### src/rtl/mem_arbiter.sv
// Shares one single-port word RAM between two strobe-based requesters (m0 = CPU, m1 = loader/debug).
// Requests are registered, arbitrated in IDLE and issued one at a time; read data returns to its issuer.
module mem_arbiter #(
  parameter bit ROUND_ROBIN = 1'b1
) (
  input  logic        clk,
  input  logic        resetn,
  input  logic [31:0] m0_addr,
  input  logic [31:0] m0_wdata,
  input  logic [3:0]  m0_wmask,
  input  logic        m0_rstrb,
  output logic [31:0] m0_rdata,
  output logic        m0_rbusy,
  output logic        m0_wbusy,
  input  logic [31:0] m1_addr,
  input  logic [31:0] m1_wdata,
  input  logic [3:0]  m1_wmask,
  input  logic        m1_rstrb,
  output logic [31:0] m1_rdata,
  output logic        m1_rbusy,
  output logic        m1_wbusy,
  output logic [31:0] ram_addr,
  output logic [31:0] ram_wdata,
  output logic [3:0]  ram_wmask,
  output logic        ram_rstrb,
  input  logic [31:0] ram_rdata
);

  typedef enum logic [1:0] {IDLE, ISSUE, WAIT} state_t;

  state_t      r_state;
  logic [31:0] r_addr  [2];
  logic [31:0] r_wdata [2];
  logic [3:0]  r_wmask [2];
  logic [31:0] r_rdata [2];
  logic [1:0]  r_pend;
  logic [1:0]  r_rbusy;
  logic [1:0]  r_wbusy;
  logic        r_last;
  logic        r_win;
  logic [31:0] r_ram_addr;
  logic [31:0] r_ram_wdata;
  logic [3:0]  r_ram_wmask;
  logic        r_ram_rstrb;

  logic [31:0] w_addr  [2];
  logic [31:0] w_wdata [2];
  logic [3:0]  w_wmask [2];
  logic [1:0]  w_rstrb;
  logic        w_win;

  assign w_addr[0]  = m0_addr;
  assign w_addr[1]  = m1_addr;
  assign w_wdata[0] = m0_wdata;
  assign w_wdata[1] = m1_wdata;
  assign w_wmask[0] = m0_wmask;
  assign w_wmask[1] = m1_wmask;
  assign w_rstrb    = {m1_rstrb, m0_rstrb};

  // Tie goes to the port that was not granted last (round robin) or to m0 (fixed).
  always_comb begin
    w_win = r_pend[1];
    if (r_pend[0] && r_pend[1]) begin
      w_win = ROUND_ROBIN ? ~r_last : 1'b0;
    end
  end

  always_ff @(posedge clk) begin
    if (!resetn) begin
      r_state     <= IDLE;
      r_pend      <= 2'b00;
      r_rbusy     <= 2'b00;
      r_wbusy     <= 2'b00;
      r_last      <= 1'b1;
      r_win       <= 1'b0;
      r_ram_addr  <= 32'h0;
      r_ram_wdata <= 32'h0;
      r_ram_wmask <= 4'h0;
      r_ram_rstrb <= 1'b0;
      for (int i = 0; i < 2; i++) begin
        r_addr[i]  <= 32'h0;
        r_wdata[i] <= 32'h0;
        r_wmask[i] <= 4'h0;
        r_rdata[i] <= 32'h0;
      end
    end else begin
      // A busy port cannot be re-captured, so capture never collides with the clears below.
      for (int i = 0; i < 2; i++) begin
        if (!r_rbusy[i] && !r_wbusy[i] && (w_rstrb[i] || (w_wmask[i] != 4'h0))) begin
          r_addr[i]  <= w_addr[i];
          r_wdata[i] <= w_wdata[i];
          r_wmask[i] <= w_wmask[i];
          r_pend[i]  <= 1'b1;
          if (w_wmask[i] != 4'h0) begin
            r_wbusy[i] <= 1'b1;
          end else begin
            r_rbusy[i] <= 1'b1;
          end
        end
      end

      case (r_state)
        IDLE: begin
          if (r_pend != 2'b00) begin
            r_win       <= w_win;
            r_last      <= w_win;
            r_ram_addr  <= r_addr[w_win];
            r_ram_wdata <= r_wdata[w_win];
            if (r_wmask[w_win] != 4'h0) begin
              r_ram_wmask <= r_wmask[w_win];
            end else begin
              r_ram_rstrb <= 1'b1;
            end
            r_state <= ISSUE;
          end
        end
        ISSUE: begin
          r_ram_rstrb <= 1'b0;
          r_ram_wmask <= 4'h0;
          if (r_ram_wmask != 4'h0) begin
            r_pend[r_win]  <= 1'b0;
            r_wbusy[r_win] <= 1'b0;
            r_state        <= IDLE;
          end else begin
            r_state <= WAIT;
          end
        end
        WAIT: begin
          r_rdata[r_win] <= ram_rdata;
          r_pend[r_win]  <= 1'b0;
          r_rbusy[r_win] <= 1'b0;
          r_state        <= IDLE;
        end
        default: r_state <= IDLE;
      endcase
    end
  end

  assign m0_rdata  = r_rdata[0];
  assign m1_rdata  = r_rdata[1];
  assign m0_rbusy  = r_rbusy[0];
  assign m1_rbusy  = r_rbusy[1];
  assign m0_wbusy  = r_wbusy[0];
  assign m1_wbusy  = r_wbusy[1];
  assign ram_addr  = r_ram_addr;
  assign ram_wdata = r_ram_wdata;
  assign ram_wmask = r_ram_wmask;
  assign ram_rstrb = r_ram_rstrb;

endmodule

### config.mk
export PLATFORM = sky130hd
export DESIGN_NAME = mem_arbiter
export DESIGN_NICKNAME = d
export VERILOG_FILES = /design/src/rtl/mem_arbiter.sv
export SDC_FILE = /design/constraint.sdc
export NUM_CORES = 1
export LEC_CHECK = 0
export BUFFER_PORTS_ARGS = -buffer_cell sky130_fd_sc_hd__buf_2
export CORE_UTILIZATION = 25
export DETAILED_ROUTE_END_ITERATION = 10
export PLACE_DENSITY = 0.5
export SLEW_MARGIN = 15
export SYNTH_ARGS = -nofsm -noshare
export SYNTH_HDL_FRONTEND = slang
export SYNTH_SLANG_ARGS = --single-unit
### constraint.sdc
create_clock -name clk -period 4.23 [get_ports clk]
set_input_delay 0 -clock clk [delete_from_list [all_inputs] [get_ports clk]]
set_output_delay 0 -clock clk [all_outputs]
set_load 0.03 [all_outputs]
==> impl_metrics.yaml <==
logic_synthesis:
  syn_warnings: 0
  mappedNetlistArea_um2: 11100
  synth_area_per_cell_um2: 13.8
  yosysUniqueCellTypes: 40
  ys_seq_area_share_pct: 68.3
  synth_nets: 983
  synthesis.instances: 808
  yosys_register_bits: 279
detailed_routing:
  drt.antenna.violating_nets: 0
  initialDrtViolationCount: 346
  routed_via_density: 4.14
  top_routing_layer_in_use: "met4"
  wire_per_inst_um: 15.9
  vias: 7833
  detailroute.wirelength.met3_um: 2290
  drt_drc_violations_left: 0
  firstDrtPassIters: 6
  totalWireLength_um: 30100
  dr_wl_met2_um: 14200
  wl_met1_um: 13000
die:
  floorplan.die.height_um: 213
  rows: 76
  initial_core_util_pct: 25.6
  dieWidth_um: 213
  die-area_um2: 45300
  floorplan.io_pins: 309
  placeableCoreArea_um2: 43500
place:
  detailed_place_hpwl_um: 18700
  dp_worst_setup_slack_ns: 1.42
  placedInstanceArea_um2: 13200
  globalplace.congestion: 0.718
  numPortBuffers: 308
layout:
  area_delta_synth_final_pct: 44.9
  stdcell_area_um2: 16100
  final_layout_size_suffix_gt1_share_pct: 32.3
  fin_nets: 1458
  filler_cell_count: 4217
clock_tree:
  clock_latency_ns: 0.53
  clkTransAtPathRegs_ns: 0.06
  clk_root_buffer_cell: "clkbuf_16"
  cts_tree: "done"
  clock_path_buffers: 3
  tritoncts.num_buffers: 34
  cts.sink_count: 279
  cts_max_level: 2
status:
  run_status: "finished, final reports clean"
worst_hold_path:
  hold_path_class: "in2reg"
timing:
  clock-skew-final_ns: 0.0154
  final_min_period_over_clock_period_pct: 64.5
  worst_slew_pin_slew_ns: 1.06
  hold_viol: 0
  max-slew-margin-rel_pct: 29.4
  holdWs_ns: 0.288
  report.final.slew_viol_count: 0
  final.setup.worst_slack_ns: 1.50
  max_freq_mhz: 367
  finalSetupTns_ns: 0
  rsz0062_at_grt: "no"
  setup_viol_count_final: 0
  timing.final.crit_period_ns: 2.73
grt:
  grt_max_degree: 97
  grt_antenna_before_repair: 1
  grt_first_pass_wirelength_um: 45000
  globalRoute.totalOverflow: 0
  first_global_vias: 8000
  grt_usage_pct: 13.1
setup_path:
  path_buf_inv: 1
  crit_path_cell_trace: "a211o_1, a21oi_4, buf_4, and2_4"
  worst_path_dominant_cell_family: "compound AO/OA/AOI/OAI gates"
  timing.critical_path.to_type: "flop"
  critical_setup_path_kind: "reg2reg"
  critPathSlowestCell: "a21oi_4"
  slowest_delay_ns: 0.82
  worst-path-max-fanout: 96
  crit_path_start_kind: "flop"
  critical_path_required_ns: 4.62
  cp.arrival_ns: 3.12
power_and_ir_drop:
  post-layout-total-power_mw: 9.46
  leakagePower_nw: 6.70
  powerDensity_nw_per_um2: 588
  vdd.ir_drop.worst_mv: 0.305
job:
  max_cap_violations: 0
-- power by group --
group / internal (mW) / switching [mW]
clock network: 1.82 / 1.14
logic: 0.991 / 1.80
registers: 3.50 / 0.218
-- cell type report --
class / instances / area, um^2 / share of cell area (%)
antenna: 1 / 2.50 / 0.0155
tap: 585 / 732 / 4.55
sequential: 279 / 7590 / 47.1
timing repair buffer: 492 / 3360 / 20.8
multi-input combinational: 469 / 3270 / 20.3
clock inverter: 14 / 180 / 1.12
inverter: 7 / 26.3 / 0.163
clock buffer: 46 / 947 / 5.88
-- kinds of logic after synthesis --
family	Yosys count	share of synthesized area, %
compound gates	86	5.78
fa+ha+maj	3	0.338
buf+inv	60	2.74
flops	279	68.3
mux	73	6.62
simple gates	307	16.2
-- what timing repair did --
action / in CTS / in global routing
resized for setup: 0 / 0
hold endpoints to repair: 212 / 0
hold buffers: 173 / 0
setup buffers: 0 / 0
-- placed cells by master (no fill, tap or decap), types with 3 or more instances in the layout --
cell           count
a211oi_1          64
a21oi_1            4
a31oi_1            3
and2_1           160
and2_4            40
and3_1             3
buf_2            308
buf_4             11
bufinv_16          4
clkbuf_1           8
clkbuf_16         35
clkbuf_8           3
clkinv_1           3
clkinv_2           3
dfxtp_1           79
dlygate4sd3_1    173
edfxtp_1         200
ha_1               3
inv_1              6
mux2_2             4
mux2i_1           69
nand2_1           11
nand3_1            5
nor2_1            73
nor4_1             5
o21ai_0            4
-- worst register-to-register path: stages, from the launching register on --
cell and delay, ns:
dfxtp_1 0.32, a211o_1 0.36, a21oi_4 0.82, buf_4 0.82, and2_4 0.27
-- cells in the mapped netlist --
cell type,count,area share (%)
and3_1,3,0.17
buf_6,2,0.20
a211oi_1,64,4.3
a21oi_1,4,0.18
or2b_1,1,0.068
o21ai_4,1,0.15
nand3_1,5,0.23
nand2_1,13,0.44
a21o_1,2,0.14
a22oi_1,1,0.068
mux2_2,4,0.41
buf_2,12,0.54
inv_2,1,0.034
buf_8,4,0.54
dfxtp_1,79,14
nand3b_1,1,0.068
nor4_1,5,0.28
a31oi_1,3,0.17
a211o_1,1,0.079
buf_1,2,0.068
nand2b_1,1,0.056
nor3_1,2,0.090
o21ai_0,5,0.23
nor2b_1,1,0.056
inv_1,6,0.20
a21oi_4,1,0.15
and2_4,40,3.2
and2_1,160,9.0
or4_1,1,0.068
a21boi_1,1,0.068
o22ai_1,1,0.056
mux2i_1,69,6.2
edfxtp_1,200,54
a221oi_1,1,0.079
buf_4,1,0.068
o2111a_1,1,0.10
nor2_1,73,2.5
clkbuf_1,32,1.1
ha_1,3,0.34
or4_4,1,0.10
-- path summary, 6_finish.rpt --
check | slack [ns] | start | cells after the start | end
min reg2reg | 0.49 | ram_wdata[20] | 2 | ram_wdata[20]
max | 1.50 | r_wbusy[1] | 4 | r_wdata[0][26]
max reg2reg | 1.50 | r_wbusy[1] | 4 | r_wdata[0][26]
min | 0.29 | m1_addr[25] | 3 | r_addr[1][25]
-- state kept, by name (all words and copies together), names as in the netlist --
name,flops
r_wdata,64
r_pend,2
r_rbusy,2
r_win,1
ram_wdata,32
r_wmask,8
ram_wmask,4
r_wbusy,2
r_addr,64
r_last,1
r_state,2
ram_rstrb,1
r_rdata,64
ram_addr,32
-- stage by stage --
step / utilization [%] / std cells
final: 37.1 / 1893
after global routing: 37.1 / 1893
after CTS: 37.0 / 1892
after detailed placement: 30.5 / 1659
after global placement: 30.5 / 1659
after floorplan: - / 808
-- per-layer routing --
metal / GRT usage [%] / up-vias
met2: 21.8 / 276
met3: 4.13 / 49
met1: 15.8 / 3664
li1: - / 3844
met5: 0 / -
met4: 4.74 / 0
Power figures use the tool's default switching activity.
